$ cat config.mk
export PLATFORM = sky130hd
export DESIGN_NAME = ea_sequencer_6801_flat
export DESIGN_NICKNAME = d
export VERILOG_FILES = /design/src/rtl/ea_sequencer_6801_if.sv /design/src/rtl/ea_sequencer_6801.sv /design/src/flat_wrapper.sv
export SDC_FILE = /design/constraint.sdc
export NUM_CORES = 1
export LEC_CHECK = 0
export CORE_MARGIN = 8
export CORE_UTILIZATION = 47
export DETAILED_ROUTE_END_ITERATION = 16
export PLACE_DENSITY = 0.83
export SLEW_MARGIN = 20
export SYNTH_ARGS = -nofsm -noshare
export SYNTH_HDL_FRONTEND = slang
export SYNTH_SLANG_ARGS = --single-unit
$ cat constraint.sdc
create_clock -name clk -period 2.3 [get_ports clk]
set_clock_uncertainty 0.15 [all_clocks]
set_input_delay 0.23 -clock clk [delete_from_list [all_inputs] [get_ports clk]]
set_output_delay 0.23 -clock clk [all_outputs]
set_load 0.01 [all_outputs]
$ cat src/rtl/ea_sequencer_6801_if.sv
// Operand-bus bundle between the 6801 effective-address sequencer and its neighbours.
// Optional macro EA_MODE_ERR_EN adds the mode_err flag to the bundle.
interface ea_sequencer_6801_if;
  logic        hold;
  logic        start;
  logic [2:0]  mode;
  logic [2:0]  vec_sel;
  logic [7:0]  data_in;
  logic        data_valid;
  logic [15:0] x_reg;
  logic        ea_inc;
  logic [15:0] ea;
  logic        ea_valid;
  logic        busy;
  logic        fetch_req;
`ifdef EA_MODE_ERR_EN
  logic        mode_err;

  modport master (
    output hold, start, mode, vec_sel, data_in, data_valid, x_reg, ea_inc,
    input  ea, ea_valid, busy, fetch_req, mode_err
  );

  modport slave (
    input  hold, start, mode, vec_sel, data_in, data_valid, x_reg, ea_inc,
    output ea, ea_valid, busy, fetch_req, mode_err
  );
`else
  modport master (
    output hold, start, mode, vec_sel, data_in, data_valid, x_reg, ea_inc,
    input  ea, ea_valid, busy, fetch_req
  );

  modport slave (
    input  hold, start, mode, vec_sel, data_in, data_valid, x_reg, ea_inc,
    output ea, ea_valid, busy, fetch_req
  );
`endif
endinterface

$ cat src/rtl/ea_sequencer_6801.sv
// Effective-address sequencer feeding the 6801 program counter and operand path.
// Optional macro EA_MODE_ERR_EN: adds mode_err, pulsed with ea_valid for reserved modes 5-7.
module ea_sequencer_6801 #(
  parameter logic [7:0]  DIRECT_PAGE = 8'h00,
  parameter logic [15:0] VECTOR_BASE = 16'hFFF0
) (
  input logic                clk,
  input logic                reset,
  ea_sequencer_6801_if.slave bus
);

  typedef enum logic [2:0] {
    S_IDLE     = 3'd0,
    S_FETCH_HI = 3'd1,
    S_FETCH_LO = 3'd2,
    S_CALC     = 3'd3,
    S_DONE     = 3'd4
  } state_t;

  localparam logic [2:0] M_DIRECT   = 3'd0;
  localparam logic [2:0] M_EXTENDED = 3'd1;
  localparam logic [2:0] M_INDEXED  = 3'd2;
  localparam logic [2:0] M_RELATIVE = 3'd3;
  localparam logic [2:0] M_VECTOR   = 3'd4;

  state_t      r_state;
  state_t      w_nxt;
  logic [2:0]  r_mode;
  logic [15:0] r_ea;
  logic        r_ea_valid;
  logic        r_busy;
  logic        r_fetch_req;
`ifdef EA_MODE_ERR_EN
  logic        r_mode_err;
`endif

  // Reserved modes fold onto the last vector slot.
  function automatic logic [15:0] vector_addr(input logic [2:0] mode, input logic [2:0] sel);
    logic [2:0] slot;
    slot = (mode > M_VECTOR) ? 3'd7 : sel;
    return VECTOR_BASE | {12'h000, slot, 1'b0};
  endfunction

  function automatic logic [15:0] sign_ext8(input logic [7:0] b);
    logic signed [7:0]  s8;
    logic signed [15:0] s16;
    s8  = signed'(b);
    s16 = 16'(s8);
    return unsigned'(s16);
  endfunction

  always_comb begin
    w_nxt = r_state;
    case (r_state)
      S_IDLE: begin
        if (bus.start) begin
          case (bus.mode)
            M_EXTENDED:                       w_nxt = S_FETCH_HI;
            M_DIRECT, M_INDEXED, M_RELATIVE:  w_nxt = S_FETCH_LO;
            default:                          w_nxt = S_DONE;
          endcase
        end
      end
      S_FETCH_HI: if (bus.data_valid) w_nxt = S_FETCH_LO;
      S_FETCH_LO: if (bus.data_valid) w_nxt = (r_mode == M_INDEXED) ? S_CALC : S_DONE;
      S_CALC:     w_nxt = S_DONE;
      default:    w_nxt = S_IDLE;
    endcase
  end

  // Outputs are registered from the next state, so they are pure functions of r_state.
  always_ff @(posedge clk) begin
    if (reset) begin
      r_state     <= S_IDLE;
      r_mode      <= 3'd0;
      r_ea        <= 16'h0000;
      r_ea_valid  <= 1'b0;
      r_busy      <= 1'b0;
      r_fetch_req <= 1'b0;
`ifdef EA_MODE_ERR_EN
      r_mode_err  <= 1'b0;
`endif
    end else if (!bus.hold) begin
      case (r_state)
        S_IDLE: begin
          if (bus.start) begin
            r_mode <= bus.mode;
            if (bus.mode > M_RELATIVE)
              r_ea <= vector_addr(bus.mode, bus.vec_sel);
          end else if (bus.ea_inc) begin
            r_ea <= r_ea + 16'd1;
          end
        end
        S_FETCH_HI: begin
          if (bus.data_valid) r_ea[15:8] <= bus.data_in;
        end
        S_FETCH_LO: begin
          if (bus.data_valid) begin
            case (r_mode)
              M_DIRECT:   r_ea      <= {DIRECT_PAGE, bus.data_in};
              M_EXTENDED: r_ea[7:0] <= bus.data_in;
              M_RELATIVE: r_ea      <= sign_ext8(bus.data_in);
              default:    r_ea      <= {8'h00, bus.data_in};
            endcase
          end
        end
        S_CALC: begin
          r_ea <= bus.x_reg + r_ea;
        end
        default: begin
        end
      endcase
      r_state     <= w_nxt;
      r_busy      <= (w_nxt != S_IDLE);
      r_fetch_req <= (w_nxt == S_FETCH_HI) || (w_nxt == S_FETCH_LO);
      r_ea_valid  <= (w_nxt == S_DONE);
`ifdef EA_MODE_ERR_EN
      r_mode_err  <= (r_state == S_IDLE) && bus.start && (bus.mode > M_VECTOR);
`endif
    end
  end

  assign bus.ea        = r_ea;
  assign bus.ea_valid  = r_ea_valid;
  assign bus.busy      = r_busy;
  assign bus.fetch_req = r_fetch_req;
`ifdef EA_MODE_ERR_EN
  assign bus.mode_err  = r_mode_err;
`endif

endmodule
$ cat src/flat_wrapper.sv
// flat-port wrapper written by rule: the top's interface ports become plain ports
module ea_sequencer_6801_flat 
#(
  parameter logic [7:0]  DIRECT_PAGE = 8'h00,
  parameter logic [15:0] VECTOR_BASE = 16'hFFF0
)
  (clk, reset, bus_hold, bus_start, bus_mode, bus_vec_sel, bus_data_in, bus_data_valid, bus_x_reg, bus_ea_inc, bus_ea, bus_ea_valid, bus_busy, bus_fetch_req);
  ea_sequencer_6801_if bus_i ();
  input logic clk;
  input logic reset;
  input wire logic [$bits(bus_i.hold)-1:0] bus_hold;
  input wire logic [$bits(bus_i.start)-1:0] bus_start;
  input wire logic [$bits(bus_i.mode)-1:0] bus_mode;
  input wire logic [$bits(bus_i.vec_sel)-1:0] bus_vec_sel;
  input wire logic [$bits(bus_i.data_in)-1:0] bus_data_in;
  input wire logic [$bits(bus_i.data_valid)-1:0] bus_data_valid;
  input wire logic [$bits(bus_i.x_reg)-1:0] bus_x_reg;
  input wire logic [$bits(bus_i.ea_inc)-1:0] bus_ea_inc;
  output wire logic [$bits(bus_i.ea)-1:0] bus_ea;
  output wire logic [$bits(bus_i.ea_valid)-1:0] bus_ea_valid;
  output wire logic [$bits(bus_i.busy)-1:0] bus_busy;
  output wire logic [$bits(bus_i.fetch_req)-1:0] bus_fetch_req;
  assign bus_i.hold = bus_hold;
  assign bus_i.start = bus_start;
  assign bus_i.mode = bus_mode;
  assign bus_i.vec_sel = bus_vec_sel;
  assign bus_i.data_in = bus_data_in;
  assign bus_i.data_valid = bus_data_valid;
  assign bus_i.x_reg = bus_x_reg;
  assign bus_i.ea_inc = bus_ea_inc;
  assign bus_ea = bus_i.ea;
  assign bus_ea_valid = bus_i.ea_valid;
  assign bus_busy = bus_i.busy;
  assign bus_fetch_req = bus_i.fetch_req;
  ea_sequencer_6801 #(.DIRECT_PAGE(DIRECT_PAGE), .VECTOR_BASE(VECTOR_BASE)) u_core (.clk(clk), .reset(reset), .bus(bus_i));
endmodule
==> impl_metrics.tcl <==
set metrics [dict create \
    crit_fanout 3 \
    ys_seq_area_frac 0.200 \
    crit_type "reg -> reg" \
    synth_top_area_share 0.200 \
    cts_max_level 1 \
    finalMaxSlewViolations 0 \
    clkSlewWorstSetupHoldPaths_ns 0.09 \
    outcome "complete, but fails checks" \
    syn_area_um2 2510 \
    cp.depth 10 \
    synth_edf_count 0 \
    worstSetupStartpointType "register" \
    worstPathCellList "ha_4 > inv_2 > fa_2 > nand2b_4 > a21oi_4 > a211oi_4 > o21ai_2 > a311oi_2 > or4_1 > a31oi_1" \
    root_buffer "clkbuf_8" \
    hold_viol_final 0 \
    start_util 0.488 \
    holdPathStages 2 \
    maxCapViolCount 0 \
    final_layout_size_suffix_gt1_frac 0.226 \
    post-route-util 0.708 \
    synth_common_cells "a21oi_1 (40), nand2_1 (39), nor2_1 (30)" \
    wl_per_cell_um 17.3 \
    gp_congestion 0.964 \
    worst-path-buf-inv 1 \
    setup_viol 2 \
    hold_buffers 0 \
    avgSynthCellArea_um2 7.40 \
    syn2layout_area_growth_pct 45.0 \
    ant_nets 0 \
    grt_max_degree 14 \
    layout_min_cycle_time_ns 2.35 \
    ioPinCount 55 \
    critical_path.top_delay_family "compound AO/OA/AOI/OAI gates" \
    critPathRequiredTime_ns 2.36 \
    nNetsFinal 493 \
    arrival_ns 2.42 \
    cts_buffers 3 \
    powerDensity_nw_per_um2 464 \
    p_leak_nw 1.47 \
    synth_nets 392 \
    tns_ns -0.0604 \
    ir_drop_mv 0.352 \
    drt_wl_total_um 8800 \
    grt_pass1_vias 3134 \
    setup_ws_ns -0.0546 \
    worst_slew_pin_slew_ns 0.566 \
    relSlewSlack 0.613 \
    hold_ws_ns 0.323 \
    async_flop_share 0 \
    reg2reg_depth 10 \
    slowest_stage "or4_1" \
    vias 3172 \
    slowest_delay_ns 0.43 \
    clkLatencyLatePin_ns 0.27 \
    dpl.hpwl_um 6970 \
    antenna_found_initial 0 \
    fin_crit_sh 1.02 \
    fin_cells 509 \
    die_y_um 89.1 \
    yosysTopAreaCell "dfxtp_1" \
    yosysMostFrequentCell "a21oi_1" \
    drt_first_pass_iters 7 \
    drtIter0Drc 265 \
    core_um2 5140 \
    synth.area.top_cells "dfxtp_1 (20%), a21oi_1 (8.0%), ha_1 (8.0%), nand2_1 (5.8%), nor2_1 (4.5%)" \
    die_area_um2 7930 \
    numPortBuffers 54 \
    reg2reg_from "u_core.bus.ea[0]$_SDFFE_PP0P_" \
    ys_warn_count 0 \
    clock-sinks 25 \
    post-place-cells 504 \
    route.detailed.drc 0 \
    grt_setup_unrepaired "yes" \
    track_usage 0.220 \
    max_freq_ghz 0.425 \
    hp-class "reg -> reg" \
    cts_buffer_depth 2 \
    ys_types 65 \
    r2r-end "u_core.bus.ea[14]$_SDFFE_PP0P_" \
    die_width_um 89.1 \
    cts_tree "done" \
    ys.flop_type "dfxtp_1" \
    hold_start "u_core.bus.ea_valid$_SDFFE_PP0N_" \
    endpoint_kind "register" \
    syn_inst 339 \
    grt_overflow 0 \
    grt_pass1_wl_um 14000 \
    min_to "u_core.bus.ea_valid$_SDFFE_PP0N_" \
    viasPerCell 6.23 \
    core.rowCount 26 \
    violations "setup timing" \
    ys_ff_latch 25 \
    r2r_slack_ns -0.05 \
    antennaDiodeCount 0 \
]
[per-stage QoR]
stage               total power, mW  setup slack [ns]  area (um2)
global placement               1.34            -0.393        3510
finish                         1.69           -0.0546        3640
CTS                            1.64           -0.0890        3580
detailed placement             1.36            -0.513        3510
floorplan                     0.992            0.0159        2540
global route                   1.78            -0.151        3640
[kinds of logic (layout without fill, tap and decap cells)]
family,after synthesis,count (layout),share of synthesized area
simple gates,126,126,0.253
compound gates,124,124,0.351
buf+inv,33,133,0.0588
flops,25,25,0.200
fa+ha+maj,17,17,0.0878
xor+xnor,13,13,0.0454
mux,1,1,0.00399
[worst reg2reg max path, stage by stage (launching register included)]
cell	delay (ns)
dfxtp_4	0.37
ha_4	0.13
inv_2	0.04
fa_2	0.34
nand2b_4	0.16
a21oi_4	0.18
a211oi_4	0.08
o21ai_2	0.14
a311oi_2	0.13
or4_1	0.43
a31oi_1	0.13
[cell usage in the layout (no fill, tap or decap), types with 4 or more instances in the layout]
cell type | synthesis | routed
dfxtp_1 | 25 | 23
o211ai_1 | 4 | 4
buf_4 | 2 | 58
ha_1 | 16 | 14
nor3_1 | 6 | 6
a21oi_1 | 40 | 38
xnor2_1 | 7 | 6
a311oi_2 | 3 | 4
a21o_1 | 6 | 6
nand3_1 | 15 | 15
nor2_2 | 5 | 5
a221oi_1 | 7 | 5
nor2_1 | 30 | 30
a311oi_1 | 5 | 4
inv_1 | 16 | 15
o21ai_0 | 17 | 14
o21ai_1 | 2 | 4
nand2b_1 | 5 | 4
nand2_1 | 39 | 39
clkdlybuf4s50_1 | 0 | 53
a31oi_1 | 7 | 7
xor2_1 | 6 | 6
[per-layer routing]
layer  vias to the layer above  track usage  part of all wire
li1                       1472            -                 -
met1                      1463        0.241              0.38
met5                         -            0                 0
met2                       197        0.394              0.48
met3                        40       0.0597              0.10
met4                         0       0.0816             0.035
[how the worst max path moves through the flow]
stage / slack (ns) / from / endpoint
after detailed placement: -0.51 / bus_x_reg[0] / u_core.bus.ea[14]$_SDFFE_PP0P_
after global placement: -0.39 / bus_x_reg[0] / u_core.bus.ea[10]$_SDFFE_PP0P_
after CTS: -0.09 / u_core.bus.ea[0]$_SDFFE_PP0P_ / u_core.bus.ea[14]$_SDFFE_PP0P_
final: -0.05 / u_core.bus.ea[0]$_SDFFE_PP0P_ / u_core.bus.ea[14]$_SDFFE_PP0P_
after global routing: -0.15 / u_core.bus.ea[0]$_SDFFE_PP0P_ / u_core.bus.ea[14]$_SDFFE_PP0P_
after floorplan: 0.02 / u_core.bus.ea[3]$_SDFFE_PP0P_ / u_core.bus.ea[10]$_SDFFE_PP0P_
[report_power, final]
| part | total, mW | switching (mW) | internal, mW | leakage, nW |
|---|---|---|---|---|
| clock network | 0.272 | 0.148 | 0.124 | 0.0228 |
| registers | 0.511 | 0.0383 | 0.473 | 0.206 |
| logic | 0.904 | 0.460 | 0.444 | 1.24 |
[state kept, by name, summed over array words and instances, names as in the netlist]
register and flops:
u_core.bus.fetch_req 1, u_core.bus.ea_valid 1, u_core.bus.busy 1, u_core.r_mode 3, u_core.r_state 3, u_core.bus.ea 16
[layout make-up]
cell class / instances / area (um2)
Clock buffer: 4 / 45.0
Fill cell: 439 / 1500
Inverter: 17 / 63.8
Multi-Input combinational cell: 281 / 1960
Sequential cell: 25 / 505
Tap cell: 70 / 87.6
Timing Repair Buffer: 112 / 975
[timing repair]
item / in CTS / in global routing
setup buffers: 0 / 1
gates resized for setup: 6 / 9
setup endpoints to repair: 4 / 8
pin swaps: 6 / 14
hold endpoints to repair: 0 / 0
Power figures use the tool's default switching activity.
